## config.mk

```make
export PLATFORM = sky130hd
export DESIGN_NAME = imc_result_fifo_flat
export DESIGN_NICKNAME = d
export VERILOG_FILES = /design/src/rtl/imc_result_fifo_if.sv /design/src/rtl/imc_result_fifo.sv /design/src/flat_wrapper.sv
export SDC_FILE = /design/constraint.sdc
export NUM_CORES = 1
export LEC_CHECK = 0
export ABC_CLOCK_PERIOD_IN_PS = 9300
export CAP_MARGIN = 20
export CORE_MARGIN = 1
export CORE_UTILIZATION = 35
export CTS_CLUSTER_SIZE = 30
export DETAILED_ROUTE_END_ITERATION = 16
export MAX_ROUTING_LAYER = met4
export SLEW_MARGIN = 0
export SYNTH_ARGS = -nofsm -noshare
export SYNTH_HDL_FRONTEND = slang
export SYNTH_SLANG_ARGS = --single-unit
```

## constraint.sdc

```tcl
create_clock -name clk -period 9.3 [get_ports clk]
set_input_delay 1.86 -clock clk [delete_from_list [all_inputs] [get_ports clk]]
set_output_delay 1.86 -clock clk [all_outputs]
set_load 0.02 [all_outputs]
```

## src/rtl/imc_result_fifo_if.sv

```systemverilog
// Wishbone slave bus between the management SoC and the IMC result FIFO.
interface imc_result_fifo_if;
  logic        wbs_stb_i;
  logic        wbs_cyc_i;
  logic        wbs_we_i;
  logic [31:0] wbs_adr_i;
  logic [31:0] wbs_dat_i;
  logic        wbs_ack_o;
  logic [31:0] wbs_dat_o;

  modport master (
    output wbs_stb_i, wbs_cyc_i, wbs_we_i, wbs_adr_i, wbs_dat_i,
    input  wbs_ack_o, wbs_dat_o
  );

  modport slave (
    input  wbs_stb_i, wbs_cyc_i, wbs_we_i, wbs_adr_i, wbs_dat_i,
    output wbs_ack_o, wbs_dat_o
  );
endinterface

```

## src/rtl/imc_result_fifo.sv

```systemverilog
// Queues 64-bit IMC result vectors and serves them over Wishbone as two 32-bit words.
// Optional occupancy/overflow interrupt enabled by defining IMC_RESULT_IRQ_EN.
module imc_result_fifo #(
  parameter int unsigned DEPTH      = 8,
  parameter int unsigned IRQ_THRESH = 4
) (
  input  logic                    clk,
  input  logic                    reset_n,
  input  logic                    imc_valid,
  input  logic [63:0]             imc_data,
  imc_result_fifo_if.slave        wbs,
  output logic                    fifo_empty,
  output logic                    fifo_full,
  output logic                    irq_o
);
  localparam int unsigned AW = $clog2(DEPTH);
  localparam int unsigned OW = AW + 1;

  logic [63:0]   mem [DEPTH];
  logic [AW-1:0] wptr_q, rptr_q, wptr_nxt, rptr_nxt;
  logic [OW-1:0] occ_q, occ_nxt;
  logic          ovf_q, udf_q, ovf_nxt, udf_nxt;
  logic          ack_q, empty_q, full_q;
  logic [31:0]   dat_q, rdata;
  logic [63:0]   head;
  logic [1:0]    sel;
  logic          accept_c, rd_c, wr_c, pop_c, push_c, flush_c, clr_c;
  logic          ovf_set_c, udf_set_c;

  // Request decode and next-state computation
  always_comb begin
    sel       = wbs.wbs_adr_i[3:2];
    accept_c  = wbs.wbs_stb_i & wbs.wbs_cyc_i & ~ack_q;
    rd_c      = accept_c & ~wbs.wbs_we_i;
    wr_c      = accept_c & wbs.wbs_we_i;
    flush_c   = wr_c & (sel == 2'd3) & wbs.wbs_dat_i[0];
    clr_c     = wr_c & (sel == 2'd3) & wbs.wbs_dat_i[1];
    pop_c     = rd_c & (sel == 2'd1) & ~empty_q;
    // A pop frees the head slot first, so a full FIFO can still accept
    push_c    = imc_valid & (~full_q | pop_c) & ~flush_c;
    ovf_set_c = imc_valid & full_q & ~pop_c & ~flush_c;
    udf_set_c = rd_c & ((sel == 2'd0) | (sel == 2'd1)) & empty_q;

    occ_nxt  = occ_q + OW'(push_c) - OW'(pop_c);
    wptr_nxt = push_c ? wptr_q + AW'(1) : wptr_q;
    rptr_nxt = pop_c  ? rptr_q + AW'(1) : rptr_q;
    if (flush_c) begin
      occ_nxt  = '0;
      wptr_nxt = '0;
      rptr_nxt = '0;
    end
    ovf_nxt = (ovf_q & ~clr_c) | ovf_set_c;
    udf_nxt = (udf_q & ~clr_c) | udf_set_c;

    head  = mem[rptr_q];
    rdata = '0;
    case (sel)
      2'd0:    rdata = empty_q ? 32'h0 : head[31:0];
      2'd1:    rdata = empty_q ? 32'h0 : head[63:32];
      2'd2:    rdata = {16'h0, 8'(occ_q), 4'h0, udf_q, ovf_q, full_q, empty_q};
      default: rdata = '0;
    endcase
  end

  // Result storage; contents survive flush and reset
  always_ff @(posedge clk) begin
    if (reset_n && push_c) mem[wptr_q] <= imc_data;
  end

  always_ff @(posedge clk) begin
    if (!reset_n) begin
      wptr_q  <= '0;
      rptr_q  <= '0;
      occ_q   <= '0;
      ovf_q   <= 1'b0;
      udf_q   <= 1'b0;
      ack_q   <= 1'b0;
      dat_q   <= '0;
      empty_q <= 1'b1;
      full_q  <= 1'b0;
    end else begin
      wptr_q  <= wptr_nxt;
      rptr_q  <= rptr_nxt;
      occ_q   <= occ_nxt;
      ovf_q   <= ovf_nxt;
      udf_q   <= udf_nxt;
      ack_q   <= accept_c;
      dat_q   <= rd_c ? rdata : 32'h0;
      empty_q <= (occ_nxt == '0);
      full_q  <= (occ_nxt == OW'(DEPTH));
    end
  end

  assign wbs.wbs_ack_o = ack_q;
  assign wbs.wbs_dat_o = dat_q;
  assign fifo_empty    = empty_q;
  assign fifo_full     = full_q;

`ifdef IMC_RESULT_IRQ_EN
  logic irq_q;

  always_ff @(posedge clk) begin
    if (!reset_n) irq_q <= 1'b0;
    else          irq_q <= (occ_nxt >= OW'(IRQ_THRESH)) | ovf_nxt;
  end

  assign irq_o = irq_q;
`else
  logic unused_cfg;
  assign unused_cfg = ^32'(IRQ_THRESH);
  assign irq_o      = 1'b0;
`endif

  logic unused_bits;
  assign unused_bits = ^{wbs.wbs_adr_i[31:4], wbs.wbs_adr_i[1:0], wbs.wbs_dat_i[31:2]};
endmodule
```

## src/flat_wrapper.sv

```systemverilog
// flat-port wrapper written by rule: the top's interface ports become plain ports
module imc_result_fifo_flat 
#(
  parameter int unsigned DEPTH      = 8,
  parameter int unsigned IRQ_THRESH = 4
)
  (clk, reset_n, imc_valid, imc_data, fifo_empty, fifo_full, irq_o, wbs_wbs_stb_i, wbs_wbs_cyc_i, wbs_wbs_we_i, wbs_wbs_adr_i, wbs_wbs_dat_i, wbs_wbs_ack_o, wbs_wbs_dat_o);
  imc_result_fifo_if wbs_i ();
  input  logic clk;
  input  logic reset_n;
  input  logic imc_valid;
  input  logic [63:0] imc_data;
  output logic fifo_empty;
  output logic fifo_full;
  output logic irq_o;
  input wire logic [$bits(wbs_i.wbs_stb_i)-1:0] wbs_wbs_stb_i;
  input wire logic [$bits(wbs_i.wbs_cyc_i)-1:0] wbs_wbs_cyc_i;
  input wire logic [$bits(wbs_i.wbs_we_i)-1:0] wbs_wbs_we_i;
  input wire logic [$bits(wbs_i.wbs_adr_i)-1:0] wbs_wbs_adr_i;
  input wire logic [$bits(wbs_i.wbs_dat_i)-1:0] wbs_wbs_dat_i;
  output wire logic [$bits(wbs_i.wbs_ack_o)-1:0] wbs_wbs_ack_o;
  output wire logic [$bits(wbs_i.wbs_dat_o)-1:0] wbs_wbs_dat_o;
  assign wbs_i.wbs_stb_i = wbs_wbs_stb_i;
  assign wbs_i.wbs_cyc_i = wbs_wbs_cyc_i;
  assign wbs_i.wbs_we_i = wbs_wbs_we_i;
  assign wbs_i.wbs_adr_i = wbs_wbs_adr_i;
  assign wbs_i.wbs_dat_i = wbs_wbs_dat_i;
  assign wbs_wbs_ack_o = wbs_i.wbs_ack_o;
  assign wbs_wbs_dat_o = wbs_i.wbs_dat_o;
  imc_result_fifo #(.DEPTH(DEPTH), .IRQ_THRESH(IRQ_THRESH)) u_core (.clk(clk), .reset_n(reset_n), .imc_valid(imc_valid), .imc_data(imc_data), .wbs(wbs_i), .fifo_empty(fifo_empty), .fifo_full(fifo_full), .irq_o(irq_o));
endmodule
```

### Yosys cells after proc, flatten, opt, wreduce, memory -nomap -nowiden

Memories as Yosys holds them, arrays and structs flattened. A register that Yosys moved wholly into a read port is not among the register bits.
Index checks and enable logic that the tools add are counted.

* register bits after elaboration: 47
* latch bits: 0
* bits in writable memories: 512
* memory bits (read-only): 0
* bits of input ports: 134
* memories kept: 1

Memory list
* u_core.mem: words 8, width 64, rd ports 1, clocked after Yosys merged registers in 1, wr ports 1, RTL line imc_result_fifo.sv:19 `logic [63:0] mem [DEPTH];`

* add/subtract/negate cells: 4
* multiply operators: 0
* div/mod/pow operators: 0
* magnitude comparators: 0
* eq/ne operators: 4
* shift-type cells: 0
* mux-type cells: 8
* bitwise logic cells: 30
* reductions and logical operators: 5

Operators by type and width (count)
* $pmux 32 s3: 1
* $mux 32: 2
* $and 1x1->1: 18
* $not 1->1: 8
* $add 3x1->3 const B: 2
* $mux 3: 2
* $add 4x1->4: 1
* $eq 2x2->1 const B: 2
* $eq 4x4->1 const B: 1
* $logic_not 4->1: 1
* $mux 4: 1
* $or 1x1->1: 4
* $sub 4x1->4: 1
* $eq 2x1->1 const B: 1
* $logic_not 2->1: 1
* $mux 1: 2
* $reduce_and 2->1: 1
* $reduce_or 2->1: 1
* $logic_and 1x1->1: 1

### Depth between registers and ports, before layout

Gate-level depths: netlist of run 1.

* depth after elaboration: 12
* gate-level depth with buffers: 11
* depth with buffers taken out: 10

### Worst setup path after synthesis of run 1

OpenSTA, ideal clock, no wires.

* path kind: input port to flip-flop
* start: input port wbs_wbs_adr_i[2]
* end: memory u_core.mem[1][0], enable pin
* library setup time: 644 ps
* data arrival time: 8697 ps
* path slack: -41 ps
* stages: 5
* path buffers: 1
* cells stage by stage: buf_2 -> and3_1 -> a31oi_4 -> nand3_1 -> nor4_1

* cells in the longest elaborated chain, start to end: 9

Ends and longest elaborated chain
* from (decl): RTL line flat_wrapper.sv:19 `input wire logic [$bits(wbs_i.wbs_adr_i)-1:0] wbs_wbs_adr_i;`
* $eq 2x1->1: RTL line imc_result_fifo.sv:38 `pop_c = rd_c & (sel == 2'd1) & ~empty_q;`
* $and 1x1->1 (2 in a row): RTL line imc_result_fifo.sv:38
* $or 1x1->1: RTL line imc_result_fifo.sv:40 `push_c = imc_valid & (~full_q | pop_c) & ~flush_c;`
* $and 1x1->1: RTL line imc_result_fifo.sv:40
* $and 1x1->1 (*): RTL line imc_result_fifo.sv:40
* $logic_and 1x1->1 (*): RTL line imc_result_fifo.sv:67 `if (reset_n && push_c) mem[wptr_q] <= imc_data;`
* $mux 1 (*): RTL line imc_result_fifo.sv:67
* $mux 1 (not written as such) (*): RTL line imc_result_fifo.sv:67
* to (decl): RTL line imc_result_fifo.sv:19

Every way passes the cells marked *; elsewhere a longest branch is shown, timed or not.

### Worst setup path after layout of run 1

* start: input port wbs_wbs_adr_i[2]
* end: memory u_core.mem[4][50], enable pin

The elaborated chain is that of the path after synthesis.

==> results of run 1 <==
## layout make-up
type | instances | area share
flip-flops and latches | 562 | 0.658
multi-input cells | 362 | 0.180
clock buffers | 66 | 0.0573
repair buffers | 129 | 0.0497
well taps | 773 | 0.0388
clock inverters | 34 | 0.0130
inverters | 17 | 0.00256
diodes | 6 | 0.000603
## power by group through the flow
stage	clock (mW)	combinational, mW	sequential [mW]
after floorplan	0	0.180	2.95
after detailed placement	0	0.331	2.95
after CTS	2.21	0.333	2.89
after global routing	2.31	0.356	2.90
after global placement	0	0.324	2.94
final	2.17	0.325	2.89
## per-stage QoR
step / setup slack [ps] / hold WS (ps)
after detailed placement: 3750 / 468
after global routing: 4180 / 519
final: 4320 / 480
after floorplan: 1660 / 425
after CTS: 4300 / 481
after global placement: 3770 / 469
## worst max-delay path: stages
cell and delay (ps):
clkdlybuf4s50_1 710, nor3b_2 370, a21bo_2 250, nand3_1 340
nor2_4 510, buf_4 660, buf_4 460
## sequential cells by signal (all words and copies together), names as in the netlist, named ones only
signal / cells
u_core.mem: 512
u_core.wbs.wbs_dat_o: 32
u_core.occ_q: 4
u_core.rptr_q: 3
u_core.wptr_q: 3
u_core.fifo_empty: 1
u_core.fifo_full: 1
u_core.ovf_q: 1
u_core.udf_q: 1
u_core.wbs.wbs_ack_o: 1
## synthesized netlist by cell type (3+ instances only)
library cell	count
nor4_1	7
nand2_1	13
o31ai_1	6
o221ai_1	6
nand3_1	7
clkbuf_1	9
buf_6	7
xor2_1	4
buf_1	8
or3b_1	3
buf_4	4
nor2_1	30
a21oi_1	9
mux2i_1	92
dfxtp_1	50
ha_1	6
nor3_1	4
o22ai_1	32
buf_2	19
inv_1	17
mux4_2	107
edfxtp_1	512
## path summary, 6_finish.rpt
kind | endpoint | slack, ps | cells after the start
worst max register to register | u_core.mem[4][50] | 5930 | 6
worst max-delay path | u_core.mem[4][50] | 4320 | 7
worst min register to register | flop | 480 | 2
worst min-delay path | flop | 480 | 2
## kinds of logic after synthesis
kind of cell | share of synthesized area
AO/OA/AOI/OAI | 0.0231
AND/OR/NAND/NOR | 0.0207
adder cells (fa/ha/maj) | 0.00449
buffers and inverters | 0.0180
flip-flops | 0.774
other | 0.000177
multiplexers | 0.158
XOR/XNOR | 0.00207
## per-layer routing
metal  vias up  GRT usage
met5         -          -
met4         0     0.0323
met3        56     0.0319
met2       294      0.251
met1      5221      0.204
li1       4383          -
==> metrics, run 1 <==
vias=9,954; Worst Tran Pin Value=1030 ps; clock root buffer=clkbuf_16; Comb power frac=0.060; latest clock arrival within the worst-skew pair=580 ps; post-detail-place hpwl=25,500 microns; Mapped Cells=991; NetSw=1.14 mW; Crit Path Class=input port to flop; vias per cell=5.11; Hold Buf Count CTS=0; worst vdd ir=0.171 mV; CTS buffer count=55; Core Region=0.0594 sq mm; Clock transition at path regs=60 ps; dpl cell area=0.0231 sq mm; grt ovf=0; Final Cell Area=0.0249 sq mm; Initial Utilization=0.357; Synth Register Bits=562; unrepaired setup endpoints after global routing=false; Chip Height=248 microns; area leader, netlist=edfxtp_1; CTS sink count=562; number of max-cap violations=0; Sequential Power Share=0.537; DRT Pass-1 Iters=5; routed wl met3=2990 microns; most frequent cells in the layout=512 x edfxtp_1, 108 x clkdlybuf4s50_1, 107 x mux4_2; min-delay src=u_core.rptr_q[1]; CP Capture Type=flop; Port Buffers=108; DRC Markers=0; DR iter-0 viols=708; final design utilization=0.420; routed len/inst=23.6 microns; vias in the first global route=10,500; nets=1,268; Fillers=5,159; max-slew violations=0; crit start category=input port; ys async rst share=0; Static Leak=7.52 nW; WL met1=20,000 microns; DR top layer=met4; critical path startpoint=wbs_wbs_adr_i[2]; Primary FF master, synth=edfxtp_1; largest cells by area after synthesis=edfxtp_1 73%, mux4_2 11%, dfxtp_1 4.7%, mux2i_1 4.4%, o22ai_1 0.95%; Non-Filler Instances=1,949; postcts setup bufs=0; Syn Nets=1,132; post-CTS sizing=0; FF+latch area=0.0164 sq mm; I/O Pins=170; largest net degree at the start of global routing=55; status=finished, final reports clean; worst hold-check path type=flop to flop; final WL=46,000 microns; Net Sw Frac=0.211; CP Data Arrival Time=5210 ps; share of cells above drive strength 1=0.199; Yosys Warn Count=0; placed cells=1,843; Fin. Hold Viols=0; CTS tree=built; EDFF count, synth=512; synthesized cell area=0.0212 sq mm; TNS Setup=0 ps; footprint of the multi-input gates=0.00448 sq mm; most common cell after layout, fill and taps aside=edfxtp_1; synth-to-layout area growth=17.6%; Power Total=5.38 mW; H-tree Lvls=2; die width=248 microns; Setup-failing EPs final=0; Worst R2R Start=u_core.fifo_empty; initial antenna violation count=7; post-route ant nets=0; Synth cell types=54; GPL Wtd Cong=0.777; Clock Power Share=0.403; CP Max Fanout=35; all-layer global routing usage=0.156; die area=0.0615 sq mm; sequential share of the synthesized area=0.774; Yosys top cell area share=0.726; Slew HR=0.314; required time of the critical path=9530 ps; synthesized area per cell=21.4 sq um; # rows=89; first-pass GRT wire length=67,500 microns; met2 WL=22,400 microns; Tcrit/Tclk final=0.535; Max Buffers Root-to-Sink=3; Internal Power=4.25 mW; Worst Clk Skew=24.3 ps; PD cells=216 mW/mm^2; Tmin final=4980 ps; fmax=201 MHz
No activity file was read; power rests on OpenSTA's default activity.
==> run 2, diff against run 1 <==
Settings changed: ABC_CLOCK_PERIOD_IN_PS 9300 to 4050.
Clock period 9.3 ns to 4.05 ns, I/O delays scaled along.
==> metrics, run 2 (same netlist as run 1, synthesis figures left out) <==
NetSw=2.56 mW; routed len/inst=23.3 microns; GPL Wtd Cong=0.774; all-layer global routing usage=0.155; Clock transition at path regs=60 ps; worst vdd ir=0.413 mV; Tcrit/Tclk final=0.741; slowest cell on the critical path=clkdlybuf4s50_1; Power Total=12.0 mW; Port Buffers=108; required time of the critical path=4530 ps; CP Data Arrival Time=3480 ps; CP max stage delay=740 ps; post-CTS sizing=0; dpl cell area=0.0234 sq mm; H-tree Lvls=2; CTS tree=built; die width=248 microns; vias=9,886; CTS sink count=562; post-route ant nets=0; postcts setup bufs=0; Initial Utilization=0.357; vias per cell=5.07; worst hold-check path type=flop to flop; Static Leak=7.53 nW; setup slack after layout=1050 ps; Final Cell Area=0.0250 sq mm; first-pass GRT wire length=67,700 microns; max-slew violations=0; unrepaired setup endpoints after global routing=false; fmax=333 MHz; Worst Tran Pin Value=811 ps; Worst Clk Skew=27.4 ps; Core Region=0.0594 sq mm; crit start category=input port; Comb power frac=0.064; number of max-cap violations=0; Internal Power=9.44 mW; latest clock arrival within the worst-skew pair=590 ps; Fin. Hold Viols=0; Place WS=506 ps; worst path cell trace=clkdlybuf4s50_1 -> and3_4 -> a31oi_4 -> nand2_1 -> inv_1 -> ha_1 -> fa_1 -> xor2_1 -> nor3_1 -> nor3b_1; clock root buffer=clkbuf_16; # rows=89; Setup-failing EPs final=0; max reg flops=512; initial antenna violation count=2; Chip Height=248 microns; CP Capture Type=flop; post-detail-place hpwl=25,500 microns; Crit Path Class=input port to flop; Sequential Power Share=0.553; share of cells above drive strength 1=0.194; Tmin final=3000 ps; Clock Power Share=0.383; die area=0.0615 sq mm; status=finished, final reports clean; final WL=45,400 microns; DRC Markers=0; synth-to-layout area growth=18.3%; PD cells=479 mW/mm^2; Net Sw Frac=0.213; CP Max Fanout=12; Max Buffers Root-to-Sink=3; grt ovf=0; most common cell after layout, fill and taps aside=edfxtp_1; largest net degree at the start of global routing=65; Slew HR=0.458; most frequent cells in the layout=512 x edfxtp_1, 108 x clkdlybuf4s50_1, 107 x mux4_2; I/O Pins=170; Hold Buf Count CTS=0; Biggest register=u_core.mem; DR iter-0 viols=717; nets=1,272; CTS buffer count=53; DRT Pass-1 Iters=5; vias in the first global route=10,200
## run 2: cell types whose count changed in the layout (fill, tap and decap cells not counted), moves of 4 or more
cell,delta
bufinv_16,-4
clkinv_1,+10
buf_12,+17
clkinv_2,-5
buf_4,-11
diode_2,-4
## run 2: area by class of cell
class	count	area, sq um
Sequential cell	562	16400
Multi-Input combinational cell	362	4530
Clock inverter	32	199
Antenna cell	2	5.00
Timing Repair Buffer	135	1500
Fill cell	5097	34300
Tap cell	773	967
Clock buffer	65	1390
Inverter	17	63.8
## run 2: worst max-delay path, delay by kind of cell
kind	cells	cell delay (ps)
AOI/OAI and AO/OA	1	160
xor gates and xnor gates	1	180
adders and majority gates	2	650
buffers and inverters	2	800
and+or+nand+nor	4	890
## run 2: path summary, 6_finish.rpt
check | start | endpoint | slack, ps | cells after the start
worst max register to register | u_core.wbs.wbs_ack_o | u_core.fifo_full | 1560 | 10
worst max-delay path | wbs_wbs_adr_i[3] | u_core.fifo_full | 1050 | 10
worst min-delay path | u_core.rptr_q[1] | flop | 480 | 2
worst min register to register | u_core.rptr_q[1] | flop | 480 | 2
## run 2: power by group through the flow
stage	sequential (mW)	combinational (mW)	clock (mW)
detailed placement	6.77	0.781	0
CTS	6.64	0.786	4.72
floorplan	6.76	0.433	0
global route	6.66	0.847	4.92
global placement	6.75	0.771	0
finish	6.64	0.769	4.60
## run 2: metal layers
| layer | GRT usage | up-vias | wire length [microns] |
|---|---|---|---|
| met5 | - | - | 0 |
| met4 | 0.0355 | 0 | 707 |
| met3 | 0.0283 | 53 | 2680 |
| met2 | 0.240 | 255 | 21700 |
| met1 | 0.211 | 5196 | 20300 |
| li1 | - | 4382 | - |
## run 2: per-stage QoR
stage / util / hold WS (ps) / setup TNS, ps / std cells
2_1_floorplan: - / 425 / -219690 / 991
3_3_place_gp: 0.395 / 474 / 0 / 1849
3_5_place_dp: 0.395 / 473 / 0 / 1849
4_1_cts: 0.422 / 483 / 0 / 1946
5_1_grt: 0.422 / 517 / 0 / 1948
6_report: 0.422 / 483 / 0 / 1948
==> run 3, diff against run 2 <==
Settings changed: ABC_CLOCK_PERIOD_IN_PS 4050 to 2800.
Clock period 4.05 ns to 2.8 ns, I/O delays scaled along.
==> metrics, run 3 (same netlist as run 1, synthesis figures left out) <==
Tcrit/Tclk final=0.876; synth-to-layout area growth=24.3%; CP Data Arrival Time=2960 ps; H-tree Lvls=2; Power Total=18.6 mW; status=finished, final reports clean; CTS tree=built; Worst Clk Skew=46.0 ps; DRC Markers=0; share of cells above drive strength 1=0.256; DR iter-0 viols=742; vias=10,400; all-layer global routing usage=0.161; first-pass GRT wire length=70,200 microns; worst path cell trace=clkdlybuf4s50_1 -> and4bb_2 -> nand2_1 -> inv_1 -> ha_1 -> inv_1 -> ha_1 -> fa_1 -> xor2_1 -> nor3_1 -> nor3b_1; PD cells=708 mW/mm^2; vias in the first global route=10,700; Port Buffers=108; DRT Pass-1 Iters=5; unrepaired setup endpoints after global routing=false; clock root buffer=clkbuf_16; Reg2Reg Setup Slack=370 ps; required time of the critical path=3310 ps; Crit Path Class=input port to flop; final WL=47,500 microns; crit start category=input port; Biggest register=u_core.mem; initial antenna violation count=2; Clock transition at path regs=60 ps; nets=1,351; most frequent cells in the layout=512 x edfxtp_1, 108 x clkdlybuf4s50_1, 107 x mux4_2; routed len/inst=23.4 microns; Chip Height=248 microns; vias per cell=5.10; CTS buffer count=56; largest net degree at the start of global routing=38; max reg flops=512; Core Region=0.0594 sq mm; slowest cell on the critical path=clkdlybuf4s50_1; I/O Pins=170; die area=0.0615 sq mm; CTS sink count=562; Slew HR=0.573; worst hold-check path type=flop to flop; Place WS=-229 ps; Setup-failing EPs final=0; Hold Buf Count CTS=0; Fin. Hold Viols=0; placed cells=1,925; Tmin final=2450 ps; CP max stage delay=480 ps; CP Max Fanout=3; max-slew violations=0; # rows=89; worst vdd ir=0.569 mV; die width=248 microns; number of max-cap violations=0; GPL Wtd Cong=0.767; Max Buffers Root-to-Sink=3; Non-Filler Instances=2,033; fmax=407 MHz; post-CTS sizing=0; hold_ws=483 ps; most common cell after layout, fill and taps aside=edfxtp_1; CP Capture Type=flop; setup slack after layout=346 ps; Initial Utilization=0.357; latest clock arrival within the worst-skew pair=630 ps; final design utilization=0.443; Worst Tran Pin Value=640 ps; Static Leak=8.18 nW; post-route ant nets=0; post-detail-place hpwl=30,400 microns; grt ovf=0; postcts setup bufs=0
-- run 3: metrics by stage --
stage          instance area, sq um  setup TNS, ps
6_report                      26300              0
3_5_place_dp                  24400          -1230
5_1_grt                       26300              0
4_1_cts                       26300              0
3_3_place_gp                  24400          -1400
2_1_floorplan                 21300        -339460
-- run 3: critical path, delay by kind of cell --
family | cells | cell delay [ps]
AND/OR/NAND/NOR | 4 | 770
adder cells (fa/ha/maj) | 3 | 880
XOR/XNOR | 1 | 180
buffers and inverters | 3 | 570
-- run 3: metal layers --
| layer | vias to the layer above | track usage | part of all wire |
|---|---|---|---|
| met2 | 291 | 0.252 | 0.48 |
| met1 | 5452 | 0.215 | 0.44 |
| met4 | 0 | 0.0393 | 0.017 |
| met5 | - | - | 0 |
| li1 | 4554 | - | - |
| met3 | 65 | 0.0345 | 0.062 |
-- run 3: final cells by class --
cell class	instances	area [sq um]
Fill cell	5036	33000
Clock inverter	30	323
Multi-Input combinational cell	362	4540
Sequential cell	562	16400
Antenna cell	2	5.00
Clock buffer	76	1610
Timing Repair Buffer	211	2420
Tap cell	773	967
Inverter	17	63.8
-- run 3: worst paths after layout --
check	start	endpoint	cells after the start
max	wbs_wbs_we_i	u_core.fifo_full	11
min	u_core.rptr_q[1]	flop	2
max reg2reg	u_core.fifo_empty	u_core.fifo_full	10
min reg2reg	u_core.rptr_q[1]	flop	2
-- run 3: power by group --
group | total (mW) | switching [mW] | internal [mW]
combinational | 1.32 | 0.692 | 0.625
clock | 7.70 | 3.19 | 4.51
sequential | 9.60 | 0.124 | 9.48
total | 18.6 | 4.01 | 14.6
